==> src/rtl/raycast_pkg.sv <==
// Shared types and constants for the raycast column pipeline.
// Holds the column record layout, the solid-wall palette and RGB565 shading.
package raycast_pkg;

   typedef enum logic [2:0] {
      StIdle,
      StEmit,
      StTexReq,
      StTexWait,
      StFrameHold
   } state_e;

   // Fixed-width low part of a column record: {wallType, mapData[3:0], wallX[15:0]}.
   localparam int unsigned WallXW      = 16;
   localparam int unsigned MapW        = 4;
   localparam int unsigned WallXLsb    = 0;
   localparam int unsigned MapLsb      = WallXLsb + WallXW;
   localparam int unsigned WallTypeBit = MapLsb + MapW;
   localparam int unsigned LhLsb       = WallTypeBit + 1;

   localparam logic [15:0] PaletteMap1    = 16'h0000;
   localparam logic [15:0] PaletteMap2    = 16'h7670;
   localparam logic [15:0] PaletteDefault = 16'h0000;

   function automatic logic [15:0] palette_lookup(input logic [MapW-1:0] map);
      logic [15:0] pix;
      case (map)
         4'd1:    pix = PaletteMap1;
         4'd2:    pix = PaletteMap2;
         default: pix = PaletteDefault;
      endcase
      return pix;
   endfunction

   // Halve each RGB565 channel independently so no bit bleeds between fields.
   function automatic logic [15:0] rgb565_shade(input logic [15:0] pix);
      return {1'b0, pix[15:12], 1'b0, pix[10:6], 1'b0, pix[4:1]};
   endfunction

endpackage

==> src/rtl/column_span_calc.sv <==
// Wall span for one column: centred on the screen middle, clamped to the screen,
// plus the unclamped signed start needed by the texture unit.
module column_span_calc #(
   parameter int unsigned SCREEN_HEIGHT = 180,
   parameter int unsigned HC_W          = 9,
   parameter int unsigned LH_W          = 8
) (
   input  logic        [LH_W-1:0] i_line_height,
   output logic        [HC_W-1:0] o_draw_start,
   output logic        [HC_W-1:0] o_draw_end,
   output logic signed [HC_W:0]   o_start_signed
);

   localparam logic [HC_W:0] Mid    = (HC_W+1)'(SCREEN_HEIGHT / 2);
   localparam logic [HC_W:0] Height = (HC_W+1)'(SCREEN_HEIGHT);

   logic [HC_W:0] w_half;
   logic [HC_W:0] w_end_raw;

   assign w_half         = (HC_W+1)'(i_line_height >> 1);
   assign o_start_signed = $signed(Mid - w_half);
   assign w_end_raw      = Mid + w_half;

   assign o_draw_start = o_start_signed[HC_W] ? '0 : o_start_signed[HC_W-1:0];
   assign o_draw_end   = (w_end_raw > Height) ? Height[HC_W-1:0] : w_end_raw[HC_W-1:0];

endmodule

==> src/rtl/column_flattener.sv <==
// Turns one DDA column record into SCREEN_HEIGHT framebuffer writes, fetching texels
// through a one-outstanding request/response handshake for textured walls.
module column_flattener
   import raycast_pkg::*;
#(
   parameter int unsigned SCREEN_WIDTH  = 320,
   parameter int unsigned SCREEN_HEIGHT = 180,
   parameter int unsigned HC_W          = 9,
   parameter int unsigned LH_W          = 8,
   parameter int unsigned ADDR_W        = 16,
   parameter int unsigned TEX_BASE      = 3,
   parameter logic [15:0] CEILING_COLOR = 16'hFFFF,
   parameter logic [15:0] FLOOR_COLOR   = 16'hFFFF,
   parameter bit          SHADE_EN      = 1'b1
) (
   input  logic                                pixel_clk_in,
   input  logic                                rst_n_in,
   input  logic                                col_tvalid_in,
   input  logic                                col_tlast_in,
   input  logic [HC_W+LH_W+20:0]               col_tdata_in,
   output logic                                col_tready_out,
   input  logic [1:0]                          fb_ready_to_switch_in,
   output logic                                tex_req_valid_out,
   input  logic                                tex_req_ready_in,
   output logic [16+LH_W+HC_W+1+HC_W+4-1:0]    tex_req_out,
   input  logic                                tex_resp_valid_in,
   input  logic [15:0]                         tex_pixel_in,
   output logic                                ray_valid_out,
   input  logic                                fb_ready_in,
   output logic [ADDR_W-1:0]                   ray_address_out,
   output logic [15:0]                         ray_pixel_out,
   output logic                                ray_last_pixel_out
);

   localparam int unsigned TexReqW = WallXW + LH_W + HC_W + 1 + HC_W + MapW;

   state_e r_state, w_state_d;

   logic                r_tready;
   logic [HC_W-1:0]     r_hcount;
   logic [LH_W-1:0]     r_lh;
   logic                r_wall_type;
   logic [MapW-1:0]     r_map;
   logic [WallXW-1:0]   r_wallx;
   logic                r_tlast;
   logic [HC_W-1:0]     r_vcount;
   logic [ADDR_W-1:0]   r_row_base;
   logic [TexReqW-1:0]  r_tex_req;
   logic                r_valid;
   logic [ADDR_W-1:0]   r_addr;
   logic [15:0]         r_pixel;
   logic                r_last;

   logic                w_accept;
   logic                w_load;
   logic [15:0]         w_load_pix;
   logic [HC_W-1:0]     w_draw_start;
   logic [HC_W-1:0]     w_draw_end;
   logic signed [HC_W:0] w_start_signed;
   logic                w_slot_free;
   logic                w_in_span;
   logic                w_textured;
   logic                w_last_row;
   logic [15:0]         w_wall_pix;
   logic [15:0]         w_tex_pix;
   logic [TexReqW-1:0]  w_tex_req_d;

   column_span_calc #(
      .SCREEN_HEIGHT(SCREEN_HEIGHT),
      .HC_W         (HC_W),
      .LH_W         (LH_W)
   ) u_span (
      .i_line_height (r_lh),
      .o_draw_start  (w_draw_start),
      .o_draw_end    (w_draw_end),
      .o_start_signed(w_start_signed)
   );

   assign w_slot_free = !r_valid || fb_ready_in;
   assign w_in_span   = (r_vcount >= w_draw_start) && (r_vcount < w_draw_end);
   assign w_textured  = (r_map >= MapW'(TEX_BASE));
   assign w_last_row  = (r_vcount == HC_W'(SCREEN_HEIGHT - 1));
   assign w_tex_req_d = {r_wallx, r_lh, w_start_signed, r_vcount, r_map};

   always_comb begin
      w_wall_pix = (r_map == '0) ? CEILING_COLOR : palette_lookup(r_map);
      if (SHADE_EN && r_wall_type && (r_map != '0)) begin
         w_wall_pix = rgb565_shade(w_wall_pix);
      end
      w_tex_pix = (SHADE_EN && r_wall_type) ? rgb565_shade(tex_pixel_in) : tex_pixel_in;
   end

   always_comb begin
      w_state_d  = r_state;
      w_accept   = 1'b0;
      w_load     = 1'b0;
      w_load_pix = '0;
      unique case (r_state)
         StIdle: begin
            if (col_tvalid_in && r_tready) begin
               w_accept  = 1'b1;
               w_state_d = StEmit;
            end
         end
         StEmit: begin
            // Texture fetch only starts once the output slot is free, so the
            // returning texel always has somewhere to go.
            if (w_slot_free) begin
               if (w_in_span && w_textured) begin
                  w_state_d = StTexReq;
               end else begin
                  w_load = 1'b1;
                  if (w_in_span) begin
                     w_load_pix = w_wall_pix;
                  end else if (r_vcount < w_draw_start) begin
                     w_load_pix = CEILING_COLOR;
                  end else begin
                     w_load_pix = FLOOR_COLOR;
                  end
               end
            end
         end
         StTexReq: begin
            if (tex_req_ready_in) begin
               w_state_d = StTexWait;
            end
         end
         StTexWait: begin
            if (tex_resp_valid_in) begin
               w_load     = 1'b1;
               w_load_pix = w_tex_pix;
            end
         end
         StFrameHold: begin
            if ((fb_ready_to_switch_in == 2'b11) && w_slot_free) begin
               w_state_d = StIdle;
            end
         end
         default: w_state_d = StIdle;
      endcase
      if (w_load) begin
         if (w_last_row) begin
            w_state_d = r_tlast ? StFrameHold : StIdle;
         end else begin
            w_state_d = StEmit;
         end
      end
   end

   always_ff @(posedge pixel_clk_in or negedge rst_n_in) begin
      if (!rst_n_in) begin
         r_state     <= StIdle;
         r_tready    <= 1'b0;
         r_hcount    <= '0;
         r_lh        <= '0;
         r_wall_type <= 1'b0;
         r_map       <= '0;
         r_wallx     <= '0;
         r_tlast     <= 1'b0;
         r_vcount    <= '0;
         r_row_base  <= '0;
         r_tex_req   <= '0;
         r_valid     <= 1'b0;
         r_addr      <= '0;
         r_pixel     <= '0;
         r_last      <= 1'b0;
      end else begin
         r_state  <= w_state_d;
         r_tready <= (w_state_d == StIdle);
         if (w_accept) begin
            r_hcount    <= col_tdata_in[LhLsb+LH_W +: HC_W];
            r_lh        <= col_tdata_in[LhLsb +: LH_W];
            r_wall_type <= col_tdata_in[WallTypeBit];
            r_map       <= col_tdata_in[MapLsb +: MapW];
            r_wallx     <= col_tdata_in[WallXLsb +: WallXW];
            r_tlast     <= col_tlast_in;
            r_vcount    <= '0;
            r_row_base  <= '0;
         end
         if ((w_state_d == StTexReq) && (r_state != StTexReq)) begin
            r_tex_req <= w_tex_req_d;
         end
         if (w_load) begin
            r_valid    <= 1'b1;
            r_addr     <= ADDR_W'(r_hcount) + r_row_base;
            r_pixel    <= w_load_pix;
            r_last     <= w_last_row && r_tlast;
            r_vcount   <= w_last_row ? '0 : r_vcount + HC_W'(1);
            r_row_base <= r_row_base + ADDR_W'(SCREEN_WIDTH);
         end else if (fb_ready_in) begin
            r_valid <= 1'b0;
            r_last  <= 1'b0;
         end
      end
   end

   assign col_tready_out     = r_tready;
   assign tex_req_valid_out  = (r_state == StTexReq);
   assign tex_req_out        = r_tex_req;
   assign ray_valid_out      = r_valid;
   assign ray_address_out    = r_addr;
   assign ray_pixel_out      = r_pixel;
   assign ray_last_pixel_out = r_last;

endmodule

==> config.mk <==
export PLATFORM = sky130hd
export DESIGN_NAME = column_flattener
export DESIGN_NICKNAME = d
export VERILOG_FILES = /design/src/rtl/raycast_pkg.sv /design/src/rtl/column_span_calc.sv /design/src/rtl/column_flattener.sv
export SDC_FILE = /design/constraint.sdc
export NUM_CORES = 1
export LEC_CHECK = 0
export ABC_AREA = 0
export BUFFER_PORTS_ARGS = -buffer_cell sky130_fd_sc_hd__clkbuf_2
export CAP_MARGIN = 15
export CORE_ASPECT_RATIO = 1.75
export CORE_UTILIZATION = 35
export CTS_BUF_LIST = sky130_fd_sc_hd__clkbuf_8
export CTS_CLUSTER_DIAMETER = 50
export DETAILED_ROUTE_END_ITERATION = 7
export RECOVER_POWER = 100
export SYNTH_ARGS = -nofsm -noshare
export SYNTH_HDL_FRONTEND = slang
export SYNTH_SLANG_ARGS = --single-unit
==> constraint.sdc <==
create_clock -name pixel_clk_in -period 4.35 [get_ports pixel_clk_in]
set_clock_uncertainty 0.05 [all_clocks]
set_input_delay 0.6525 -clock pixel_clk_in [delete_from_list [all_inputs] [get_ports pixel_clk_in]]
set_output_delay 0.6525 -clock pixel_clk_in [all_outputs]
set_load 0.005 [all_outputs]
==> out/metrics.cfg, run 1 <==
[setup_path]
r2r_slack_ns = 0.29
crit_fanout = 25
max_stage_delay_ns = 0.48
setup.worst_path.class = reg -> reg
start_kind = flop
reg2reg_from = r_lh[2]$_DFFE_PN0P_
timing.rr.end = tex_req_out[44]$_DFFE_PN0P_
worstPathCellList = inv_1 -> ha_1 -> a311oi_1 -> nor4_2 -> nor3_2 -> nand3_1 -> ha_1 -> a21o_1 -> a21oi_1 -> and4_1 -> a221oi_4 -> nand4b_1 -> buf_6 -> mux2_2
crit_arrival_ns = 4.35
path_common_cell = ha_1
ff2ff_path_depth = 14
crit_path_end_kind = flop
slowest_stage = a221oi_4
worstPathRequired_ns = 4.64

[floorplanning]
core_um2 = 18600
num_rows = 66
io_pins = 146
dieArea_um2 = 19500
initial_utilization_pct = 35.6
die_width_um = 106
die_y_um = 184

[routing]
dr.first_iter.drc_count = 198
wl_per_cell_um = 15.7
ant_nets = 0
vias = 5204
vias_per_cell = 4.96
routed_wl_mm = 16.5
drc_errors = 0
firstDrtPassIters = 4

[cells_and_area]
area_delta_synth_final_pct = 19.8
multi_input_area_um2 = 2910
fin_util_pct = 42.7
final-seq-area_um2 = 3500
drive_gt1_share_pct = 25.5
fillers = 1913
diodes = 0
fin_nets = 885

[synthesis]
synth_most_common_cell = nand2_1
yosysTopAreaCellShare_pct = 52.9
ys_async_sr_fraction_pct = 100
ys_seq_area_share_pct = 52.9
synthTopCellsByCount = nand2_1, dfrtp_1, mux2_2
yosysUniqueCellTypes = 54
synth-edff-count = 0
yosys_warnings = 0
synth-seq-cells = 140
synthCells = 651
synth_area_leaders = dfrtp_1, nand2_1, mux2_2
yosysTopAreaCell = dfrtp_1
synthFlopType = dfrtp_1
avgSynthCellArea_um2 = 10.2
syn_nets = 738
syn_area_um2 = 6620

[sta]
period_share_pct = 93.3
rsz0062_at_grt = false
fmax_mhz = 246
hold_viol_final = 0
setup_viol = 0
drv_slew = 145
relSlewSlack_pct = -32.9
post-route-min-period_ns = 4.06
hold-worst-slack_ns = 0.332
setup_tns_ns = 0
worst_pin_slew_ns = 1.99

[power_and_ir_drop]
leakagePower_uw = 0.00397
finalPower_uw = 5950
peakVddDrop_v = 0.000296
power_density_nw_per_um2 = 749

[clocking]
cts_tree = yes
cts_made_buffers = 17
path_clk_slew_ns = 0.08
cts.htree.levels = 4
clock-sinks = 140
root_buffer = clkbuf_8
clock_latency_ns = 0.46
cts_buffer_depth = 2

[place]
hpwl_mm = 11.8
io_buffers = 145
globalplace.congestion = 0.801

[worst_hold_path]
whs_endpoint = r_wallx[14]$_DFFE_PN0P_
whs_path_depth = 3
hp-start = col_tdata_in[14]
hold_class = in -> reg

[global_routing]
grt_pass1_wl_mm = 26.5
grt_pass1_vias = 5147
grt_start_max_net_pins = 80
grt.overflow.total = 0
grt_use_total_pct = 17.7
antenna_found_initial = 0

[run_status]
violations = capacitance limit, slew limit
status = finished with violations

[job]
cap_viol_max_count = 3

[critical path: cells and delay by family (launching register included)]
| family | cells | cell delay (ns) |
|---|---|---|
| compound gates | 4 | 1.03 |
| simple gates | 5 | 0.93 |
| mux | 1 | 0.37 |
| flops | 1 | 0.46 |
| fa+ha+maj | 2 | 0.68 |
| buf+inv | 2 | 0.39 |
[sequential cells by signal (all words and copies together) (netlist names), 3 cells and up]
| name | cells |
|---|---|
| tex_req_out | 44 |
| r_state | 3 |
| r_hcount | 9 |
| ray_pixel_out | 16 |
| r_vcount | 9 |
| r_wallx | 16 |
| r_lh | 8 |
| r_row_base | 10 |
| r_map | 4 |
| ray_address_out | 16 |
[how the worst max path moves through the flow]
stage	depth (start not counted)	start	to
final	14	r_lh[2]$_DFFE_PN0P_	tex_req_out[44]$_DFFE_PN0P_
after global routing	14	r_lh[2]$_DFFE_PN0P_	r_vcount[7]$_DFFE_PN0P_
after CTS	14	r_lh[2]$_DFFE_PN0P_	r_vcount[7]$_DFFE_PN0P_
after detailed placement	14	r_lh[2]$_DFFE_PN0P_	r_vcount[7]$_DFFE_PN0P_
after global placement	14	r_lh[2]$_DFFE_PN0P_	tex_req_out[38]$_DFFE_PN0P_
after floorplan	14	r_lh[2]$_DFFE_PN0P_	tex_req_out[30]$_DFFE_PN0P_
[metrics by stage]
stage	setup WS, ns	cell area, um2	instances
after detailed placement	0.186	7610	1013
after global routing	0.00310	7940	1049
after global placement	0.230	7610	1013
after CTS	0.146	7970	1045
final	0.293	7940	1049
after floorplan	0.642	6620	651
[placed cells by master (no fill, tap or decap), drive strengths merged, types with 9 or more instances in the layout]
master / count
ha: 24
mux2: 46
a21oi: 21
nor2: 25
inv: 15
o21ai: 29
a221o: 14
a31oi: 11
nand2: 176
xor2: 9
clkbuf: 164
buf: 16
dfrtp: 140
nand3: 20
[layout make-up]
| class | instances | area share [%] |
|---|---|---|
| sequential | 140 | 44.1 |
| multi-input combinational | 463 | 36.6 |
| timing repair buffer | 163 | 10.3 |
| tap | 238 | 3.75 |
| clock buffer | 17 | 2.95 |
| clock inverter | 15 | 1.59 |
| inverter | 13 | 0.615 |
[cells by family after synthesis]
group	synth area share, %
AND/OR/NAND/NOR	17.6
multiplexers	8.58
adder cells (fa/ha/maj)	4.53
XOR/XNOR	2.12
AO/OA/AOI/OAI	10.9
flip-flops	52.9
buffers and inverters	3.42
[layer usage]
layer / GRT usage [%] / wire length [um]
met1: 19.9 / 6420
met5: 0 / 0
met3: 2.80 / 533
met2: 32.7 / 9130
met4: 7.17 / 361
[repair_timing]
| item | 4_1_cts | 5_1_grt |
|---|---|---|
| setup buffers | 0 | 4 |
| endpoints found under the setup margin | 0 | 73 |
| resized for setup | 0 | 3 |
| hold buffers | 0 | 0 |
[where the power goes]
part,internal (uW),switching [uW]
Sequential,1820,443
Combinational,1220,1490
Clock,447,530
No activity file was read; power rests on OpenSTA's default activity.
==> inputs of run 2 (changes only) <==
--- a/config.mk
+++ b/config.mk
@@ -13,6 +13,7 @@
 export CTS_BUF_LIST = sky130_fd_sc_hd__clkbuf_8
 export CTS_CLUSTER_DIAMETER = 50
 export DETAILED_ROUTE_END_ITERATION = 7
+export PLACE_DENSITY = 0.59
 export RECOVER_POWER = 100
 export SYNTH_ARGS = -nofsm -noshare
 export SYNTH_HDL_FRONTEND = slang
==> run 2 against run 1 <==
Compared with the run above: the run still ends with capacitance limit, slew limit left; final cell count is the same; largest cell class unchanged; combinational power is essentially flat; global-route usage shrank 0.46 points; register-to-register slack is essentially flat; die area is the same; sequential cell count is the same; count of clock-buffer cells in the layout is the same; sequential share of layout area shrank 0.52 points; sequential power is essentially flat; critical path depth grew 1; worst hold slack gained 0.0072 ns; first-iteration DRC count grew 18%.
==> out/metrics.cfg, run 2 (same netlist as run 1, synthesis figures left out) <==
[run_status]
status = finished with violations  ; unchanged
violations = capacitance limit, slew limit  ; unchanged

[place]
globalplace.congestion = 0.814  ; was 0.801
io_buffers = 145  ; unchanged
preCtsSetupSlack_ns = 0.223  ; was 0.186 ns
dp_cells = 1012  ; was 1,013
hpwl_mm = 11.6  ; was 11.8 mm

[routing]
vias_per_cell = 4.93  ; was 4.96
wl_per_cell_um = 15.9  ; was 15.7 um
drc_errors = 0  ; unchanged
vias = 5176  ; was 5,204
routed_wl_mm = 16.6  ; was 16.5 mm
dr.first_iter.drc_count = 233  ; was 198
firstDrtPassIters = 4  ; unchanged
ant_nets = 0  ; unchanged

[cells_and_area]
finalNonFillerCells = 1049  ; unchanged
area_delta_synth_final_pct = 21.3  ; was 19.8%
diodes = 0  ; unchanged
layout_commonest_cell = nand2_1  ; unchanged
fin_nets = 885  ; unchanged
largest_reg_flops = 44  ; unchanged
final_cell_mix = nand2_1, dfrtp_1, clkbuf_2, mux2_2, clkbuf_1  ; unchanged
drive_gt1_share_pct = 25.3  ; was 25.5%
fillers = 1903  ; was 1,913

[clocking]
root_buffer = clkbuf_8  ; unchanged
clock_latency_ns = 0.44  ; was 0.46 ns
cts_tree = yes  ; unchanged
path_clk_slew_ns = 0.10  ; was 0.08 ns
cts.htree.levels = 4  ; unchanged
clock-sinks = 140  ; unchanged
cts_buffer_depth = 2  ; unchanged
cts_made_buffers = 17  ; unchanged
ctsHoldBuffers = 0  ; unchanged

[global_routing]
use_met3_pct = 3.40  ; was 2.80%
grt.met1_usage_pct = 19.9  ; about the same
grt.overflow.total = 0  ; unchanged
grt_busiest_layer = met2  ; unchanged
antenna_found_initial = 0  ; unchanged
use_met2_pct = 31.7  ; was 32.7%
grt_pass1_wl_mm = 26.0  ; was 26.5 mm
grt_pass1_vias = 5062  ; was 5,147
grt_use_total_pct = 17.2  ; was 17.7%
grt_start_max_net_pins = 91  ; was 80

[sta]
worst_pin_slew_ns = 2.30  ; was 1.99 ns
rsz0062_at_grt = false  ; unchanged
worst_slack_ns = 0.302  ; was 0.293 ns
hold-worst-slack_ns = 0.339  ; was 0.332 ns
hold_viol_final = 0  ; unchanged
post-route-min-period_ns = 4.05  ; was 4.06 ns
period_share_pct = 93.1  ; was 93.3%
drv_slew = 144  ; was 145
setup_tns_ns = 0  ; unchanged
fmax_mhz = 247  ; was 246 MHz
setup_viol = 0  ; unchanged
relSlewSlack_pct = -53.1  ; was -32.9%

[power_and_ir_drop]
finalPower_uw = 6160  ; was 5950 uW
leakagePower_uw = 0.00402  ; was 0.00397 uW
peakVddDrop_v = 0.000314  ; was 0.000296 V
power_density_nw_per_um2 = 767  ; was 749 nW/um2

[setup_path]
max_stage_delay_ns = 0.45  ; was 0.48 ns
setup.worst_path.class = reg -> reg  ; unchanged
reg2reg_from = r_lh[3]$_DFFE_PN0P_  ; was r_lh[2]$_DFFE_PN0P_
crit_fanout = 23  ; was 25
crit_family = compound AO/OA/AOI/OAI gates  ; unchanged
timing.rr.end = tex_req_out[18]$_DFFE_PN0P_  ; was tex_req_out[44]$_DFFE_PN0P_
r2r_slack_ns = 0.30  ; was 0.29 ns
worstPathCellList = inv_1 -> ha_1 -> a311oi_1 -> nor4_2 -> nor3_4 -> nand3_1 -> ha_1 -> a21o_1 -> a21oi_1 -> and4_1 -> a221oi_4 -> nand4b_1 -> buf_4 -> buf_6 -> mux2_2  ; was inv_1 -> ha_1 -> a311oi_1 -> nor4_2 -> nor3_2 -> nand3_1 -> ha_1 -> a21o_1 -> a21oi_1 -> and4_1 -> a221oi_4 -> nand4b_1 -> buf_6 -> mux2_2
slowest_stage = a221oi_4  ; unchanged
worst-path-buf-inv = 3  ; was 2
path_common_cell = ha_1  ; unchanged
crit_arrival_ns = 4.33  ; was 4.35 ns
crit_path_end_kind = flop  ; unchanged
ff2ff_path_depth = 15  ; was 14
worstPathRequired_ns = 4.63  ; was 4.64 ns
start_kind = flop  ; unchanged

[floorplanning]
initial_utilization_pct = 35.6  ; unchanged
die_y_um = 184  ; unchanged
dieArea_um2 = 19500  ; unchanged
die_width_um = 106  ; unchanged
core_um2 = 18600  ; unchanged
num_rows = 66  ; unchanged
io_pins = 146  ; unchanged

[worst_hold_path]
whs_path_depth = 3  ; unchanged
hold_class = in -> reg  ; unchanged
hp-start = col_tdata_in[5]  ; was col_tdata_in[14]
whs_endpoint = r_wallx[5]$_DFFE_PN0P_  ; was r_wallx[14]$_DFFE_PN0P_

[job]
cap_viol_max_count = 3  ; unchanged

## run 2: cell types whose count changed in the layout (fill, tap and decap cells not counted), moves of 3 or more
cell        previous run  this run
inv_6                  1         6
clkinvlp_4             5         0
inv_8                  0         4
buf_4                 14         8
clkinv_2               4         0
clkbuf_1              42        45
## run 2: through the flow
stage	instance area [um2]	util, %
after global placement	7610	41.0
final	8030	43.2
after floorplan	6620	-
after detailed placement	7610	41.0
after CTS	8060	43.4
after global routing	8030	43.2
## run 2: layout make-up
| cell class | count | area (um2) | area share [%] |
|---|---|---|---|
| multi-input cells | 463 | 2910 | 36.2 |
| repair buffers | 163 | 827 | 10.3 |
| inverters | 13 | 48.8 | 0.607 |
| flip-flops and latches | 140 | 3500 | 43.6 |
| clock buffers | 17 | 234 | 2.91 |
| well taps | 238 | 298 | 3.71 |
| clock inverters | 15 | 213 | 2.65 |
## run 2: per-layer routing
layer / routed length (um) / share of wire, % / vias up
li1: - / - / 2541
met1: 6780 / 41 / 2512
met2: 9060 / 54 / 113
met3: 605 / 3.6 / 10
met4: 191 / 1.1 / 0
met5: 0 / 0 / -
## run 2: power breakdown
group          switching, uW  internal (uW)
Combinational           1480           1210
Sequential               452           1820
Clock                    602            600
Total                   2540           3630
## run 2: how the worst max path moves through the flow
stage / end / start / cells past startpoint / slack, ns
5_1_grt: r_row_base[12]$_DFFE_PN0P_ / r_lh[3]$_DFFE_PN0P_ / 15 / 0.03
6_report: tex_req_out[18]$_DFFE_PN0P_ / r_lh[3]$_DFFE_PN0P_ / 15 / 0.30
3_3_place_gp: tex_req_out[33]$_DFFE_PN0P_ / r_lh[2]$_DFFE_PN0P_ / 14 / 0.29
4_1_cts: r_vcount[7]$_DFFE_PN0P_ / r_lh[2]$_DFFE_PN0P_ / 14 / 0.17
2_1_floorplan: tex_req_out[30]$_DFFE_PN0P_ / r_lh[2]$_DFFE_PN0P_ / 14 / 0.64
3_5_place_dp: tex_req_out[23]$_DFFE_PN0P_ / r_lh[2]$_DFFE_PN0P_ / 14 / 0.22
## run 2: timing repair
item                       4_1_cts  5_1_grt
setup endpoints to repair        0       61
setup buffers                    0        3
gates resized for setup          0        4
## run 2: worst min-delay path, cell delays in order
cell	delay [ns]
clkbuf_2	0.07
nand2_1	0.04
nand2_1	0.04
==> inputs of run 3 (changes only) <==
--- a/config.mk
+++ b/config.mk
@@ -13,8 +13,10 @@
 export CTS_BUF_LIST = sky130_fd_sc_hd__clkbuf_8
 export CTS_CLUSTER_DIAMETER = 50
 export DETAILED_ROUTE_END_ITERATION = 7
+export MAX_ROUTING_LAYER = met4
 export PLACE_DENSITY = 0.59
 export RECOVER_POWER = 100
+export SLEW_MARGIN = 10
 export SYNTH_ARGS = -nofsm -noshare
 export SYNTH_HDL_FRONTEND = slang
 export SYNTH_SLANG_ARGS = --single-unit
==> run 3 against run 2 <==
Compared with the run above: the run still ends with capacitance limit, slew limit left; sequential cell count stayed put; critical path depth stayed put; count of clock-buffer cells in the layout stayed put; non-clock buffer count stayed put; register-to-register slack hardly changed; die area stayed put; wire length is 0.25% lower; power hardly changed; global-route usage is 0.53 points higher; critical endpoint unchanged; largest power group unchanged.
==> out/metrics.cfg, run 3 (same netlist as run 1, synthesis figures left out) <==
[clocking]
cts_made_buffers = 17  ; unchanged
clock-sinks = 140  ; unchanged
cts.htree.levels = 4  ; unchanged
path_clk_slew_ns = 0.10  ; about the same
ctsHoldBuffers = 0  ; unchanged
cts_buffer_depth = 2  ; unchanged
cts_tree = yes  ; unchanged
clock_latency_ns = 0.44  ; about the same
root_buffer = clkbuf_8  ; unchanged

[cells_and_area]
fin_nets = 885  ; unchanged
largest_reg_flops = 44  ; unchanged
drive_gt1_share_pct = 25.3  ; unchanged
finalNonFillerCells = 1049  ; unchanged
layout_commonest_cell = nand2_1  ; unchanged
final_cell_area_um2 = 8030  ; unchanged
diodes = 0  ; unchanged
final_cell_mix = nand2_1, dfrtp_1, clkbuf_2, mux2_2, clkbuf_1  ; unchanged
area_delta_synth_final_pct = 21.3  ; unchanged

[setup_path]
cp.depth = 15  ; unchanged
slowest_stage = a221oi_4  ; unchanged
setup.worst_path.class = reg -> reg  ; unchanged
crit_fanout = 23  ; unchanged
worstPathCellList = inv_1 -> ha_1 -> a311oi_1 -> nor4_2 -> nor3_4 -> nand3_1 -> ha_1 -> a21o_1 -> a21oi_1 -> and4_1 -> a221oi_4 -> nand4b_1 -> buf_4 -> buf_6 -> mux2_2  ; unchanged
worstPathRequired_ns = 4.63  ; about the same
start_kind = flop  ; unchanged
crit_path_end_kind = flop  ; unchanged
max_stage_delay_ns = 0.45  ; about the same
ff2ff_path_depth = 15  ; unchanged
crit_arrival_ns = 4.32  ; was 4.33 ns
path_common_cell = ha_1  ; unchanged
crit_family = compound AO/OA/AOI/OAI gates  ; unchanged
worst-path-buf-inv = 3  ; unchanged

[place]
preCtsSetupSlack_ns = 0.223  ; unchanged
io_buffers = 145  ; unchanged
dp_cells = 1012  ; unchanged
hpwl_mm = 11.6  ; unchanged
globalplace.congestion = 0.829  ; was 0.814
place_area_um2 = 7610  ; unchanged

[global_routing]
grt_pass1_wl_mm = 26.0  ; about the same
grt.overflow.total = 0  ; unchanged
grt_start_max_net_pins = 91  ; unchanged
grt_use_total_pct = 17.7  ; was 17.2%
grt_pass1_vias = 5066  ; was 5,062
antenna_found_initial = 0  ; unchanged

[sta]
worst_pin_slew_ns = 2.31  ; was 2.30 ns
hold-worst-slack_ns = 0.340  ; was 0.339 ns
setup_tns_ns = 0  ; unchanged
drv_slew = 144  ; unchanged
worst_slack_ns = 0.313  ; was 0.302 ns
relSlewSlack_pct = -53.8  ; was -53.1%
fmax_mhz = 248  ; was 247 MHz
period_share_pct = 92.8  ; was 93.1%
post-route-min-period_ns = 4.04  ; was 4.05 ns
rsz0062_at_grt = false  ; unchanged
hold_viol_final = 0  ; unchanged
setup_viol = 0  ; unchanged

[power_and_ir_drop]
power_density_nw_per_um2 = 767  ; about the same
power_frac_comb_pct = 43.7  ; about the same
swShare_pct = 41.1  ; was 41.2%
power_frac_seq_pct = 36.8  ; about the same
clkPwrFrac_pct = 19.5  ; about the same
p_int_uw = 3630  ; about the same
leakagePower_uw = 0.00402  ; unchanged
p_sw_uw = 2530  ; was 2540 uW
peakVddDrop_v = 0.000314  ; about the same

[floorplanning]
initial_utilization_pct = 35.6  ; unchanged
die_y_um = 184  ; unchanged
core_um2 = 18600  ; unchanged
io_pins = 146  ; unchanged
dieArea_um2 = 19500  ; unchanged
die_width_um = 106  ; unchanged
num_rows = 66  ; unchanged

[routing]
firstDrtPassIters = 4  ; unchanged
ant_nets = 0  ; unchanged
routed_wl_mm = 16.6  ; about the same
vias = 5155  ; was 5,176
wl_per_cell_um = 15.8  ; was 15.9 um
dr.first_iter.drc_count = 233  ; unchanged
vias_per_cell = 4.91  ; was 4.93
drc_errors = 0  ; unchanged

[job]
cap_viol_max_count = 3  ; unchanged

[run_status]
violations = capacitance limit, slew limit  ; unchanged
status = finished with violations  ; unchanged

[worst_hold_path]
whs_path_depth = 3  ; unchanged
hold_class = in -> reg  ; unchanged

[run 3: cell counts in the layout (fill, tap and decap cells not counted)]
No cell type changed its count.
[run 3: per-layer routing]
| layer | wire length (um) | track usage (%) |
|---|---|---|
| met1 | 6850 | 20.1 |
| met2 | 8980 | 31.8 |
| met3 | 552 | 3.05 |
| met4 | 196 | 5.06 |
| met5 | 0 | - |
[run 3: power groups by stage]
stage	Clock (uW)	Sequential, uW	Combinational (uW)
2_1_floorplan	0	2150	1920
3_3_place_gp	0	2290	2690
3_5_place_dp	0	2300	2730
4_1_cts	1240	2280	2740
5_1_grt	1290	2340	3060
6_report	1200	2270	2690
[run 3: repair_timing]
item | 4_1_cts | 5_1_grt
endpoints found under the setup margin | 0 | 61
resized for setup | 0 | 4
setup buffers | 0 | 3
[run 3: area by class of cell]
class                   count  area [um2]
fillers                  1903       10500
flip-flops and latches    140        3500
multi-input cells         463        2910
repair buffers            163         827
well taps                 238         298
clock buffers              17         234
clock inverters            15         213
inverters                  13        48.8
[run 3: worst paths after layout]
path	end	startpoint	slack, ns
setup reg to reg	tex_req_out[18]$_DFFE_PN0P_	r_lh[3]$_DFFE_PN0P_	0.31
hold reg to reg	r_wallx[15]$_DFFE_PN0P_	r_wallx[15]$_DFFE_PN0P_	0.43
min in group asynchronous	ray_pixel_out[6]$_DFFE_PN0P_	rst_n_in	0.84
setup / recovery	tex_req_out[18]$_DFFE_PN0P_	r_lh[3]$_DFFE_PN0P_	0.31
max in group asynchronous	r_row_base[11]$_DFFE_PN0P_	rst_n_in	1.05
hold / removal	r_wallx[5]$_DFFE_PN0P_	col_tdata_in[5]	0.34
[run 3: metrics by stage]
stage               total power, uW  utilization, %
floorplan                      4060               -
global placement               4980            41.0
detailed placement             5030            41.0
CTS                            6250            43.4
global route                   6700            43.2
finish                         6160            43.2
[run 3: worst min-delay path: stages]
cell      delay [ns]
clkbuf_2        0.07
nand2_1         0.04
nand2_1         0.04
